$ cat config.mk
export PLATFORM = sky130hd
export DESIGN_NAME = sync_fifo_param
export DESIGN_NICKNAME = d
export VERILOG_FILES = /design/src/rtl/fifo_pkg.sv /design/src/rtl/fifo_mem_2p.sv /design/src/rtl/sync_fifo_param.sv
export SDC_FILE = /design/constraint.sdc
export NUM_CORES = 1
export LEC_CHECK = 0
export ABC_CLOCK_PERIOD_IN_PS = 5800
export BUFFER_PORTS_ARGS = -buffer_cell sky130_fd_sc_hd__buf_4
export CORE_ASPECT_RATIO = 1.2
export CORE_MARGIN = 3
export CORE_UTILIZATION = 50
export CTS_BUF_LIST = sky130_fd_sc_hd__clkbuf_8
export DETAILED_ROUTE_END_ITERATION = 8
export PLACE_DENSITY = 0.72
export SETUP_SLACK_MARGIN = 0.15
export SYNTH_ARGS = -nofsm -noshare
export SYNTH_HDL_FRONTEND = slang
export SYNTH_HIERARCHICAL = 1
export SYNTH_SLANG_ARGS = --single-unit
$ cat constraint.sdc
create_clock -name clk -period 5.8 [get_ports clk]
set_input_delay 0.29 -clock clk [delete_from_list [all_inputs] [get_ports clk]]
set_output_delay 0.29 -clock clk [all_outputs]
set_load 0.02 [all_outputs]
$ cat src/rtl/fifo_pkg.sv
// Shared constants and width helpers for the parametrised synchronous FIFO.
package fifo_pkg;

    // Read-mode selectors for the FWFT parameter
    localparam int FIFO_STD  = 0;
    localparam int FIFO_FWFT = 1;

    // Pointer width: one bit per address level, wraps naturally at DEPTH
    function automatic int fifo_ptr_w(input int depth);
        return (depth > 1) ? $clog2(depth) : 1;
    endfunction

    // Count width: one extra bit so the full value DEPTH is representable
    function automatic int fifo_cnt_w(input int depth);
        return fifo_ptr_w(depth) + 1;
    endfunction

    // True for powers of two that are at least 2
    function automatic bit fifo_is_pow2(input int v);
        return (v >= 2) && ((v & (v - 1)) == 0);
    endfunction

endpackage

$ cat src/rtl/fifo_mem_2p.sv
// Simple dual-port register array: synchronous write, asynchronous read.
// Contents are intentionally not reset.
module fifo_mem_2p #(
    parameter int WIDTH = 8,
    parameter int DEPTH = 8,
    parameter int AW    = 3
) (
    input  logic             clk,
    input  logic             we_i,
    input  logic [AW-1:0]    waddr_i,
    input  logic [WIDTH-1:0] wdata_i,
    input  logic [AW-1:0]    raddr_i,
    output logic [WIDTH-1:0] rdata_o
);

    logic [WIDTH-1:0] mem_q [DEPTH];

    // Write port: store the word on an accepted write
    always_ff @(posedge clk) begin
        if (we_i) begin
            mem_q[waddr_i] <= wdata_i;
        end
    end

    assign rdata_o = mem_q[raddr_i];

endmodule

$ cat src/rtl/sync_fifo_param.sv
// Parametrised single-clock FIFO with guarded full/empty, thresholds,
// sticky error flags, synchronous flush and optional first-word-fall-through.
module sync_fifo_param
    import fifo_pkg::*;
#(
    parameter int WIDTH     = 8,
    parameter int DEPTH     = 8,
    parameter int AF_THRESH = DEPTH - 2,
    parameter int AE_THRESH = 2,
    parameter int FWFT      = FIFO_STD
) (
    input  logic                   clk,
    input  logic                   reset_i,
    input  logic                   flush_i,
    input  logic                   wr_en_i,
    input  logic [WIDTH-1:0]       data_i,
    input  logic                   rd_en_i,
    output logic [WIDTH-1:0]       data_o,
    output logic                   rd_valid_o,
    output logic                   full_o,
    output logic                   empty_o,
    output logic                   almost_full_o,
    output logic                   almost_empty_o,
    output logic [$clog2(DEPTH):0] count_o,
    output logic                   overflow_o,
    output logic                   underflow_o,
    input  logic                   clr_err_i
);

    localparam int PTR_W = fifo_ptr_w(DEPTH);
    localparam int CNT_W = fifo_cnt_w(DEPTH);

    // Reject illegal configurations at elaboration time
    if (!fifo_is_pow2(DEPTH)) begin : g_bad_depth
        $error("sync_fifo_param: DEPTH must be a power of two >= 2");
    end
    if (AF_THRESH < 1 || AF_THRESH > DEPTH) begin : g_bad_af
        $error("sync_fifo_param: AF_THRESH must be in 1..DEPTH");
    end
    if (AE_THRESH < 0 || AE_THRESH > DEPTH - 1) begin : g_bad_ae
        $error("sync_fifo_param: AE_THRESH must be in 0..DEPTH-1");
    end

    logic [PTR_W-1:0] wr_ptr_q, wr_ptr_d;
    logic [PTR_W-1:0] rd_ptr_q, rd_ptr_d;
    logic [CNT_W-1:0] count_q, count_d;
    logic [WIDTH-1:0] dout_q, dout_d;
    logic             rd_valid_q, rd_valid_d;
    logic             ovf_q, ovf_d;
    logic             unf_q, unf_d;

    logic             full, empty;
    logic             wa, ra;
    logic [WIDTH-1:0] mem_rdata;

    // Flags decode the registered count only
    assign full  = (count_q == CNT_W'(DEPTH));
    assign empty = (count_q == '0);

    // Flush wins over both ports; guards use the pre-edge count
    assign wa = wr_en_i & ~full  & ~flush_i;
    assign ra = rd_en_i & ~empty & ~flush_i;

    fifo_mem_2p #(
        .WIDTH (WIDTH),
        .DEPTH (DEPTH),
        .AW    (PTR_W)
    ) u_mem (
        .clk     (clk),
        .we_i    (wa),
        .waddr_i (wr_ptr_q),
        .wdata_i (data_i),
        .raddr_i (rd_ptr_q),
        .rdata_o (mem_rdata)
    );

    // Pointer and occupancy next-state
    always_comb begin
        wr_ptr_d = wr_ptr_q;
        rd_ptr_d = rd_ptr_q;
        count_d  = count_q;
        if (flush_i) begin
            wr_ptr_d = '0;
            rd_ptr_d = '0;
            count_d  = '0;
        end else begin
            if (wa) wr_ptr_d = wr_ptr_q + PTR_W'(1);
            if (ra) rd_ptr_d = rd_ptr_q + PTR_W'(1);
            unique case ({wa, ra})
                2'b10:   count_d = count_q + CNT_W'(1);
                2'b01:   count_d = count_q - CNT_W'(1);
                default: count_d = count_q;
            endcase
        end
    end

    // Registered read path: capture head on a pop, one-cycle valid pulse
    always_comb begin
        dout_d     = dout_q;
        rd_valid_d = 1'b0;
        if (ra && FWFT == FIFO_STD) begin
            dout_d     = mem_rdata;
            rd_valid_d = 1'b1;
        end
    end

    // Sticky errors: a new error in the same cycle as a clear keeps the flag set
    always_comb begin
        ovf_d = ovf_q;
        unf_d = unf_q;
        if (clr_err_i) begin
            ovf_d = 1'b0;
            unf_d = 1'b0;
        end
        if (wr_en_i & full)  ovf_d = 1'b1;
        if (rd_en_i & empty) unf_d = 1'b1;
    end

    // State registers with asynchronous active-low reset
    always_ff @(posedge clk or negedge reset_i) begin
        if (!reset_i) begin
            wr_ptr_q   <= '0;
            rd_ptr_q   <= '0;
            count_q    <= '0;
            dout_q     <= '0;
            rd_valid_q <= 1'b0;
            ovf_q      <= 1'b0;
            unf_q      <= 1'b0;
        end else begin
            wr_ptr_q   <= wr_ptr_d;
            rd_ptr_q   <= rd_ptr_d;
            count_q    <= count_d;
            dout_q     <= dout_d;
            rd_valid_q <= rd_valid_d;
            ovf_q      <= ovf_d;
            unf_q      <= unf_d;
        end
    end

    // In FWFT mode the head word is presented directly from the array
    assign data_o         = (FWFT == FIFO_FWFT) ? mem_rdata : dout_q;
    assign rd_valid_o     = (FWFT == FIFO_FWFT) ? ~empty    : rd_valid_q;
    assign full_o         = full;
    assign empty_o        = empty;
    assign almost_full_o  = (count_q >= CNT_W'(AF_THRESH));
    assign almost_empty_o = (count_q <= CNT_W'(AE_THRESH));
    assign count_o        = count_q;
    assign overflow_o     = ovf_q;
    assign underflow_o    = unf_q;

endmodule

Word level (Yosys, flattened, before mapping)
Memories as Yosys holds them, arrays and structs flattened. A register that Yosys moved wholly into a read port is not among the register bits.
Cells that the tools add are included.
- logic and storage cells: 44
- bits of input ports: 14
- bits in registers: 13
- output and inout bits: 19
- memories: 1
- RAM bits: 64
- reductions and logical operators: 7
- equality and inequality tests: 3
- add/sub/neg operators: 4
- $lt $le $gt $ge: 2
- bitwise gates (word level): 9
- mux-type cells: 12
- memories (memory ; depth ; bits a word ; read ports ; clocked after memory_dff ; wr ports ; line ; source):
    u_mem.mem_q ; 8 ; 8 ; 1 ; 1 ; 1 ; fifo_mem_2p.sv:16 ; logic [WIDTH-1:0] mem_q [DEPTH];
- operator list (kind ; count):
    $mux 3 ; 4
    $pmux 4 s2 ; 1
    $reduce_bool 2->1 ; 4
    $add 3x1->3 const B ; 2
    $and 1x1->1 ; 6
    $mux 1 ; 6
    $add 4x1->4 const B ; 1
    $eq 4x4->1 const B ; 1
    $ge 4x3->1 const B ; 1
    $le 4x2->1 const B ; 1
    $logic_not 4->1 ; 1
    $mux 4 ; 1
    $sub 4x1->4 const B ; 1
    $not 1->1 ; 3
    $reduce_bool 3->1 ; 1
    $eq 2x1->1 const B ; 1
    $eq 2x2->1 const B ; 1
    $logic_not 1->1 ; 1

Logic depth before layout (Yosys ltp)
Gate-level depths: netlist of run 1.
- depth after elaboration: 7
- gate-level depth with buffers: 11
- mapped depth without buffers: 9

By module
The synthesis of run 1 kept the hierarchy.
- by module, submodules not included (module ; area an instance (µm²) ; cells an instance ; seq. area each (µm²) ; instances):
    fifo_mem_2p ; 2531.2 ; 106 ; 1921.8 ; 1
    sync_fifo_param ; 1124.8 ; 100 ; 525.5 ; 1

Worst setup path before layout of run 1
Ideal clock, no wire load.
- path kind: flip-flop to flip-flop
- start: register count_q[0] (netlist: count_o[0])
- end: register count_q[3] (netlist: count_o[3])
- arrival time: 2714 ps
- data required time: 5668 ps
- setup slack: 2954 ps
- library setup time: 132 ps
- path buffers: 2
- cell stages (with the launch flop): 12
- cell sequence: dfrtp_1 > buf_6 > or4b_4 > and2_4 > buf_6 > nor3_4 > ha_1 > inv_1 > o41ai_1 > mux2i_1 > xor2_1 > nor2_1
- cells in the longest elaborated chain, start to end: 7
- elaborated cells between the ends (all ways): 15
- classes of those cells: add/sub: 2; eq/ne: 3; mux: 2; bitwise: 6; reduce/logical: 2
- ends and longest elaborated chain (element ; line ; source):
    start: declaration ; sync_fifo_param.sv:46 ; logic [CNT_W-1:0] count_q, count_d;
    start signal: assignment ; sync_fifo_param.sv:132 ; count_q <= count_d;
    $eq 4x4->1 or $logic_not 4->1 (tied branches) ; sync_fifo_param.sv:57, sync_fifo_param.sv:58 ;
    $not 1->1 (on tied branches) ; n/a ;
    $and 1x1->1 (on tied branches) (2 in a row) ; sync_fifo_param.sv:61, sync_fifo_param.sv:62 ;
    $eq 2x1->1 or $eq 2x2->1 (tied branches) ; sync_fifo_param.sv:89 ; unique case ({wa, ra})
    $pmux 4 s2 ; sync_fifo_param.sv:89 ;
    $mux 4 ; sync_fifo_param.sv:82 ; if (flush_i) begin
Parallel ways exist; a longest one is shown, timed or not.
A chain may end at the register's enable or synchronous reset.

Worst setup path after layout of run 1
- start: register count_q[1] (netlist: count_o[1])
- end: register count_q[3] (netlist: count_o[3])
The elaborated chain is that of the path after synthesis.

==> results of run 1 <==
## power by group through the flow
stage               registers (mW)  logic (mW)  clock network, mW
floorplan                    0.843       0.406                  0
global placement             0.843       0.559                  0
detailed placement           0.848       0.562                  0
CTS                          0.835       0.569              0.401
global route                 0.849       0.609              0.430
finish                       0.832       0.561              0.389
## layout make-up
| class | instances | share of cell area [%] |
|---|---|---|
| clock buffers | 9 | 2.99 |
| flip-flops and latches | 85 | 59.2 |
| repair buffers | 35 | 6.41 |
| multi-input cells | 105 | 26.7 |
| well taps | 87 | 2.63 |
| inverters | 5 | 0.454 |
| clock inverters | 7 | 1.66 |
## state kept, by name, summed over array words and instances, names as in the netlist
name / count
rd_ptr_q: 3
rd_valid_o: 1
u_mem/mem_q: 64
data_o: 8
overflow_o: 1
wr_ptr_q: 3
count_o: 4
underflow_o: 1
## per-layer routing
layer / GRT usage (%) / up-vias
met5: 0 / -
li1: - / 875
met4: 9.03 / 0
met1: 21.4 / 932
met2: 27.2 / 52
met3: 3.07 / 10
## cell usage after synthesis (all sizes together), types with 2 or more instances
library cell,number
nand2b,4
buf,8
nor3,4
o21ai,4
a31oi,2
edfxtp,64
a21oi,2
mux2i,4
o41ai,2
mux4,16
ha,4
dfrtp,21
nor2,20
xnor2,3
mux2,16
nand2,7
inv,5
xor2,4
clkbuf,3
nor4,2
## how the worst max path moves through the flow
| stage | to | depth (start not counted) | slack (ns) |
|---|---|---|---|
| floorplan | count_o[3] | 11 | 2.95 |
| global placement | count_o[3] | 9 | 2.96 |
| detailed placement | count_o[3] | 9 | 2.93 |
| CTS | count_o[3] | 9 | 2.90 |
| global route | count_o[3] | 9 | 2.68 |
| finish | count_o[3] | 9 | 2.89 |
## stage by stage
stage,std cells,util [%],instance area [µm²]
after global placement,316,56.4,3930
after global routing,333,59.3,4140
after detailed placement,316,56.4,3930
after CTS,333,59.3,4140
final,333,59.3,4140
after floorplan,206,-,3660
## kinds of logic (layout without fill, tap and decap cells)
logic type | Yosys count | count (layout) | synth area share [%]
DFF | 85 | 85 | 66.9
and+or+nand+nor | 43 | 43 | 6.50
muxes | 36 | 36 | 17.4
buffers and inverters | 16 | 56 | 2.87
AOI/OAI and AO/OA | 15 | 15 | 3.22
xor gates and xnor gates | 7 | 7 | 1.68
adders and majority gates | 4 | 4 | 1.37
## critical path, stage by stage, from the launching register on
cell,delay [ns]
dfrtp_1,0.55
or4b_4,0.63
and2_4,0.22
nor3_4,0.24
ha_1,0.20
inv_1,0.08
o41ai_1,0.40
mux2i_1,0.26
xor2_1,0.16
nor2_1,0.05
## timing repair
action / 4_1_cts / 5_1_grt
setup endpoints to repair: 0 / 0
buffers inserted: 0 / 0
gates resized for setup: 0 / 0
hold endpoints to repair: 21 / 0
hold buffers: 1 / 0
==> summary.txt, run 1 <==
Placement
  • Placed wire-length estimate: 4.08 mm
  • Pre-CTS WS: 2.93 ns
  • # port buffers: 32
  • Gpl congestion: 0.868

Drt
  • DR WL met2: 3.23 mm
  • Routed Antenna Nets: 0
  • WL final: 6.33 mm
  • Remaining DRCs: 0
  • Routed wl met3: 286 µm
  • 1st-iter DRT viols: 104
  • Top Layer Used: met4
  • TritonRoute pass-1 iters: 4
  • Average wire per standard cell: 19.0 µm
  • Vias per cell: 5.61
  • Vias after detailed routing: 1869
  • WL met1: 2.68 mm

Global routing
  • Vias in the first global route: 1960
  • Largest net degree at the start of global routing: 22
  • Grt ovf: 0
  • Global-route wire length before repair: 10.4 mm
  • Initial antenna violation count: 0
  • Gr usage total: 16.7%

Cells and area
  • Share of layout cells above drive strength 1: 30.1%
  • Reg area: 2450 µm²
  • Synth-to-layout area growth: 13.1%
  • ANT cells: 0
  • Nets@finish: 259
  • Multi-input logic area: 1100 µm²
  • Filler cells: 533
  • Most frequent cells in the layout: 64 x edfxtp_1, 34 x buf_4, 21 x dfrtp_1, 20 x nor2_1, 16 x mux2_2
  • Most common cell after layout, fill and taps aside: edfxtp_1

Synth
  • Dominant synthesized flop cell: edfxtp_1
  • Post-synth top area share: 52.6%
  • Cells after synthesis: 206
  • Ys Warns: 6
  • Ys async rst share: 24.7%
  • Sequential area share after synthesis: 66.9%
  • Yosys reg bits: 85
  • Largest area contributor in the netlist: edfxtp_1
  • Synth area leaders: edfxtp_1 53%, dfrtp_1 14%, mux4_1 11%
  • Avg Synthesized Cell Area: 17.7 µm²
  • Syn Nets: 224
  • Syn Std Cell Area: 3660 µm²
  • Post-synth EDFFs: 64
  • Post-synth cell types: 40

Run status
  • Outcome: completed

Timing
  • Final setup vio count: 0
  • Max_slew headroom: 33.6%
  • Worst-Margin Slew: 0.993 ns
  • Final setup margin: 2.89 ns
  • Final slew viol count: 0
  • Final hold vios: 0
  • RSZ-0062 raised after global routing: no
  • Max Clk Rate: 0.344 GHz
  • Skew final: 0.00688 ns
  • Worst hold slack: 0.135 ns
  • Sum Neg Setup Slack: 0 ns
  • Fin crit share: 50.2%
  • Period minus WS final: 2.91 ns

Die
  • Initial core utilization: 52.4%
  • Chip height: 99.7 µm
  • Core ar.: 6980 µm²
  • Die footprint: 8380 µm²
  • Rows: 33
  • Chip width: 84.1 µm
  • Io pins: 33

Pwr
  • Int Pwr: 1.18 mW
  • Sequential share of power: 46.7%
  • Combinational share of power: 31.5%
  • Sw frac: 33.6%
  • Leak: 1.53 nW
  • Sw power: 599 µW
  • Clock power frac: 21.8%
  • Max VDD drop: 0.325 mV
  • Pwr dens: 431 nW/µm²
  • Tot Pwr: 1.78 mW

Clock network
  • Worst-path clk slew: 0.09 ns
  • CTS tree: yes
  • Clock buffer count from CTS: 9
  • Clock buffer depth: 2
  • Clk Latency, worst-skew pair: 0.35 ns
  • CTS H-tree lvls: 3
  • Clock sink count: 85
  • Root Driver: clkbuf_8

Worst setup path
  • Reg2reg start: count_o[1]
  • CP arrival: 3.15 ns
  • Startpoint types: flop
  • Worst R2R End: count_o[3]
  • Worst Setup SP: count_o[1]
  • Worst r2r path cells: 9
  • Critical path type: flop to flop
  • CP max FO: 13
  • Req. time, crit path: 6.04 ns
  • Reg-to-reg slack, setup: 2.89 ns
  • CP endpoint kind: flop

Worst hold path
  • Hold depth: 2
  • Hold crit path type: input port to flop
  • Beginning of the worst hold path: clr_err_i
  • Hold Path End: underflow_o

Job
  • Max Cap Violations: 0
Note: power is estimated with default switching activity, not from simulation.
==> run 2: changes to the inputs <==
--- a/config.mk
+++ b/config.mk
@@ -5,14 +5,14 @@
 export SDC_FILE = /design/constraint.sdc
 export NUM_CORES = 1
 export LEC_CHECK = 0
-export ABC_CLOCK_PERIOD_IN_PS = 5800
+export ABC_CLOCK_PERIOD_IN_PS = 2600
 export BUFFER_PORTS_ARGS = -buffer_cell sky130_fd_sc_hd__buf_4
 export CORE_ASPECT_RATIO = 1.2
 export CORE_MARGIN = 3
 export CORE_UTILIZATION = 50
 export CTS_BUF_LIST = sky130_fd_sc_hd__clkbuf_8
 export DETAILED_ROUTE_END_ITERATION = 8
-export PLACE_DENSITY = 0.72
+export PLACE_DENSITY = 0.75
 export SETUP_SLACK_MARGIN = 0.15
 export SYNTH_ARGS = -nofsm -noshare
 export SYNTH_HDL_FRONTEND = slang
==> constraint.sdc (replaced) <==
create_clock -name clk -period 2.6 [get_ports clk]
set_input_delay 0.13 -clock clk [delete_from_list [all_inputs] [get_ports clk]]
set_output_delay 0.13 -clock clk [all_outputs]
set_load 0.02 [all_outputs]
==> run 2 against run 1 <==
  * Register-to-register slack lost 2.7 ns
  * Cell count rose by 3.6%
  * Die area did not move
  * First-iteration DRC count rose by 90%
  * Sequential share of layout area decreased by 2.3 points
==> summary.txt, run 2 (synthesis results as in run 1) <==
Run status
  • Outcome: completed

Placement
  • Pre-CTS WS: 0.123 ns
  • Cell Area, Placed: 4000 µm²
  • Placed wire-length estimate: 4.08 mm
  • # port buffers: 32
  • # placed instances: 323
  • Gpl congestion: 0.829

Clock network
  • Clock sink count: 85
  • Worst-path clk slew: 0.08 ns
  • Root Driver: clkbuf_8
  • Clock buffer count from CTS: 9
  • Clk Latency, worst-skew pair: 0.35 ns
  • CTS tree: yes
  • Clock buffer depth: 2
  • CTS H-tree lvls: 3

Worst setup path
  • CP endpoint kind: flop
  • CP arrival: 2.64 ns
  • Startpoint types: flop
  • Critical path type: flop to flop
  • Req. time, crit path: 2.83 ns
  • CP max FO: 5

Cells and area
  • Filler cells: 521
  • Layout Cells excl Fill: 345
  • Post-layout util: 61.7%
  • Most common cell after layout, fill and taps aside: edfxtp_1
  • ANT cells: 0
  • Share of layout cells above drive strength 1: 32.9%
  • Most frequent cells in the layout: 64 x edfxtp_1, 42 x buf_4, 20 x nor2_1, 20 x dfrtp_1, 16 x mux2_2
  • Biggest register: u_mem/mem_q
  • Nets@finish: 271
  • Max reg flops: 64
  • Synth-to-layout area growth: 17.8%
  • Final non-filler cell area: 4310 µm²

Drt
  • Average wire per standard cell: 18.5 µm
  • Routed Antenna Nets: 0
  • WL final: 6.40 mm
  • Vias per cell: 5.66
  • Vias after detailed routing: 1952
  • 1st-iter DRT viols: 198
  • TritonRoute pass-1 iters: 6
  • Remaining DRCs: 0

Timing
  • Final slew viol count: 0
  • Max Clk Rate: 0.415 GHz
  • Max_slew headroom: 34.2%
  • Fin crit share: 92.6%
  • Period minus WS final: 2.41 ns
  • Final hold vios: 0
  • Final setup margin: 0.192 ns
  • Sum Neg Setup Slack: 0 ns
  • Skew final: 0.0124 ns
  • Worst-Margin Slew: 0.984 ns
  • Final setup vio count: 0
  • RSZ-0062 raised after global routing: yes

Pwr
  • Max VDD drop: 0.618 mV
  • Leak: 1.62 nW
  • Pwr dens: 998 nW/µm²

Die
  • Rows: 33
  • Die footprint: 8380 µm²
  • Core ar.: 6980 µm²
  • Initial core utilization: 52.4%
  • Chip width: 84.1 µm
  • Chip height: 99.7 µm
  • Io pins: 33

Global routing
  • Global-route wire length before repair: 10.4 mm
  • Gr usage total: 16.5%
  • Busiest layer in global routing: met2
  • Grt ovf: 0
  • Vias in the first global route: 2006
  • Grt met3 use: 2.98%
  • Met2 usage: 26.9%
  • Largest net degree at the start of global routing: 22
  • Initial antenna violation count: 0
  • Grt met1 use: 21.9%

Worst hold path
  • Hold crit path type: input port to flop

Job
  • Max Cap Violations: 0
## run 2: cell types whose count changed in the layout (fill, tap and decap cells not counted), moves of 2 or more
cell           change
buf_4              +8
bufinv_16          +3
clkinvlp_4         -2
dlygate4sd3_1      +4
## run 2: timing repair
action	4_1_cts	5_1_grt
pin swaps	4	2
buffers inserted	1	0
gates resized for setup	1	0
setup endpoints to repair	1	2
endpoints found under the hold margin	42	0
hold buffers	5	0
## run 2: routing by layer
layer	vias up	share of wire (%)
li1	903	-
met1	988	43
met2	51	50
met3	10	5.0
met4	0	2.1
met5	-	0
## run 2: path summary, 6_finish.rpt
path                            slack [ns]  cells after the start                end        from
worst max-delay path                  0.19                      9         count_o[3]  count_o[0]
worst min register to register        0.51                      1          data_o[5]   data_o[5]
worst min-delay path                  0.01                      1  u_mem/mem_q[0][7]   data_i[7]
worst max register to register        0.19                      9         count_o[3]  count_o[0]
min in group asynchronous             0.20                      2          data_o[6]     reset_i
max in group asynchronous             2.14                      2         count_o[0]     reset_i
## run 2: metrics by stage
stage / total power, mW / hold WS (ns)
finish: 4.30 / 0.0110
global route: 4.53 / 0.00649
CTS: 4.34 / 0.000761
detailed placement: 3.23 / 0.0385
global placement: 3.20 / 0.0352
floorplan: 2.79 / -0.166
## run 2: worst max-delay path: stages (launching register included)
cell,delay [ns]
dfrtp_2,0.41
or4b_4,0.54
and2_4,0.19
nor3_4,0.16
ha_4,0.17
inv_2,0.05
o41ai_2,0.29
mux2i_1,0.25
xor2_1,0.17
nor2_1,0.06
## run 2: power breakdown
group | switching [mW] | internal [mW] | leakage (nW)
Clock | 0.454 | 0.636 | 0.125
Combinational | 0.752 | 0.738 | 0.650
Sequential | 0.0916 | 1.62 | 0.846
Total | 1.30 | 3.00 | 1.62
## run 2: cell type report
cell class / count / area, µm² / area share (%)
Clock buffer: 9 / 124 / 2.88
Clock inverter: 7 / 116 / 2.70
Inverter: 5 / 18.8 / 0.436
Multi-Input combinational cell: 105 / 1120 / 26.1
Sequential cell: 85 / 2450 / 56.9
Tap cell: 87 / 109 / 2.53
Timing Repair Buffer: 47 / 365 / 8.49
==> run 3: changes to the inputs <==
--- a/config.mk
+++ b/config.mk
@@ -11,10 +11,10 @@
 export CORE_MARGIN = 3
 export CORE_UTILIZATION = 50
 export CTS_BUF_LIST = sky130_fd_sc_hd__clkbuf_8
+export CTS_CLUSTER_SIZE = 12
 export DETAILED_ROUTE_END_ITERATION = 8
 export PLACE_DENSITY = 0.75
 export SETUP_SLACK_MARGIN = 0.15
 export SYNTH_ARGS = -nofsm -noshare
 export SYNTH_HDL_FRONTEND = slang
-export SYNTH_HIERARCHICAL = 1
 export SYNTH_SLANG_ARGS = --single-unit
==> run 3 against run 2 <==
  * Global-route usage rose by 0.52 points
  * Combinational power is 13% lower
  * Synthesized area fell by 3.4%
  * Largest cell class unchanged
==> summary.txt, run 3 <==
Placement
  • Placed wire-length estimate: 4.10 mm
  • Gpl congestion: 0.813
  • Cell Area, Placed: 3920 µm²
  • # port buffers: 32

Synth
  • Post-synth EDFFs: 64
  • Syn Nets: 230
  • Most instantiated cells after synthesis: 64 x edfxtp_1, 27 x nor2_1, 21 x dfrtp_1, 16 x mux4_2, 11 x mux2i_1
  • Dominant synthesized flop cell: edfxtp_1
  • Syn Std Cell Area: 3530 µm²
  • Cells after synthesis: 212
  • Avg Synthesized Cell Area: 16.7 µm²
  • Sequential area share after synthesis: 69.3%
  • Largest area contributor in the netlist: edfxtp_1
  • Ys Warns: 0
  • Post-synth cell types: 35
  • Post-synth top area share: 54.4%
  • Yosys reg bits: 85
  • Synth area leaders: edfxtp_1 54%, dfrtp_1 15%, mux4_2 10%
  • Most common cell in the netlist: edfxtp_1
  • Ys async rst share: 24.7%

Clock network
  • CTS tree: yes
  • Worst-path clk slew: 0.08 ns
  • Hold_buf cts: 7
  • Resized cells post-CTS: 0
  • Clock sink count: 85
  • Clock buffer count from CTS: 9
  • Post-CTS Setup Inserts: 0
  • Clk Latency, worst-skew pair: 0.35 ns
  • Clock buffer depth: 2
  • Root Driver: clkbuf_8
  • CTS H-tree lvls: 3

Drt
  • Vias after detailed routing: 1918
  • Routed wl met3: 289 µm
  • WL final: 6.29 mm
  • 1st-iter DRT viols: 102
  • WL met1: 2.74 mm
  • DR WL met2: 3.20 mm
  • Vias per cell: 5.51
  • Top Layer Used: met4
  • TritonRoute pass-1 iters: 4
  • Routed Antenna Nets: 0
  • Average wire per standard cell: 18.1 µm
  • Remaining DRCs: 0

Worst setup path
  • Critical path type: flop to flop
  • Worst path cell trace: or4b_4 > nand2_4 > and2_4 > ha_4 > a31oi_4 > a2bb2oi_2 > mux2_4
  • Critical path's slowest cell: or4b_4
  • CP max FO: 8
  • Crit-path max cell delay: 0.61 ns
  • CP endpoint kind: flop
  • Startpoint types: flop
  • Req. time, crit path: 2.83 ns
  • CP arrival: 2.50 ns

Global routing
  • Global-route wire length before repair: 9.88 mm
  • Vias in the first global route: 1884
  • Grt ovf: 0
  • Largest net degree at the start of global routing: 22
  • Gr usage total: 17.1%
  • Initial antenna violation count: 0

Cells and area
  • Most common cell after layout, fill and taps aside: edfxtp_1
  • Post-layout util: 63.3%
  • Filler cells: 499
  • ANT cells: 0
  • Multi-input logic area: 1040 µm²
  • Max reg flops: 64
  • Share of layout cells above drive strength 1: 31.9%
  • Biggest register: u_mem.mem_q
  • Nets@finish: 276
  • Reg area: 2450 µm²
  • Synth-to-layout area growth: 19.1%
  • Most frequent cells in the layout: 64 x edfxtp_1, 41 x buf_4, 26 x nor2_1, 19 x dfrtp_1, 16 x mux4_2
  • Final non-filler cell area: 4210 µm²

Timing
  • Worst hold slack: 0.0145 ns
  • Period minus WS final: 2.27 ns
  • Max Clk Rate: 0.440 GHz
  • Fin crit share: 87.3%
  • Worst-Margin Slew: 0.913 ns
  • Final setup vio count: 0
  • RSZ-0062 raised after global routing: no
  • Final hold vios: 0
  • Sum Neg Setup Slack: 0 ns
  • Final slew viol count: 0
  • Max_slew headroom: 38.7%
  • Skew final: 0.00936 ns

Worst hold path
  • Hold crit path type: input port to flop

Die
  • Rows: 32
  • Io pins: 33
  • Core ar.: 6650 µm²
  • Die footprint: 8110 µm²
  • Initial core utilization: 53.1%
  • Chip width: 82.7 µm
  • Chip height: 98.1 µm

Pwr
  • Leak: 1.53 nW
  • Tot Pwr: 4.01 mW
  • Pwr dens: 952 nW/µm²
  • Max VDD drop: 0.544 mV

Job
  • Max Cap Violations: 0

Run status
  • Outcome: completed
run 3: cell types whose count changed after synthesis, sizes merged, moves of 2 or more:
cell and change:
nand2b -2, mux2i +7, nor2 +7, clkbuf +2, nand3 +2, a21oi +8, mux2 -15, o21ai -2
run 3: cell type report:
cell class              count  area share, %
well taps                  85           2.53
inverters                   4          0.357
clock buffers               9           2.95
multi-input cells         110           24.7
clock inverters             7           2.26
flip-flops and latches     85           58.3
repair buffers             48           8.99
run 3: worst paths after layout:
kind | startpoint | endpoint | slack (ns) | depth (start not counted)
setup / recovery | count_o[2] | count_o[3] | 0.33 | 7
hold / removal | data_i[3] | u_mem.mem_q[3][3] | 0.01 | 1
setup reg to reg | count_o[2] | count_o[3] | 0.33 | 7
hold reg to reg | data_o[3] | data_o[3] | 0.54 | 2
max in group asynchronous | reset_i | count_o[2] | 2.14 | 2
min in group asynchronous | reset_i | overflow_o | 0.21 | 2
run 3: cell families after synthesis:
group	after synthesis	share of synthesized area, %
AO/OA/AOI/OAI	21	4.50
XOR/XNOR	8	1.98
flip-flops	85	69.3
AND/OR/NAND/NOR	49	6.45
adder cells (fa/ha/maj)	4	1.42
multiplexers	28	13.7
buffers and inverters	17	2.62
run 3: layer usage:
| layer | GRT usage [%] | up-vias |
|---|---|---|
| met3 | 3.32 | 6 |
| met5 | 0 | - |
| met2 | 26.8 | 45 |
| met4 | 8.81 | 0 |
| li1 | - | 896 |
| met1 | 22.4 | 971 |
run 3: through the flow:
stage | setup slack, ns | cells
floorplan | 0.129 | 212
global placement | 0.364 | 325
detailed placement | 0.330 | 325
CTS | 0.320 | 348
global route | 0.256 | 348
finish | 0.330 | 348
run 3: worst max-delay path, delay by kind of cell, from the launching register on:
| kind | cells | cell delay (ns) |
|---|---|---|
| and+or+nand+nor | 3 | 0.89 |
| DFF | 1 | 0.41 |
| AOI/OAI and AO/OA | 2 | 0.34 |
| muxes | 1 | 0.30 |
| adders and majority gates | 1 | 0.21 |
run 3: where the power goes:
part / internal, mW / switching [mW] / total, mW / leakage (nW)
combinational: 0.609 / 0.685 / 1.29 / 0.581
sequential: 1.61 / 0.0964 / 1.71 / 0.838
clock: 0.544 / 0.458 / 1.00 / 0.112
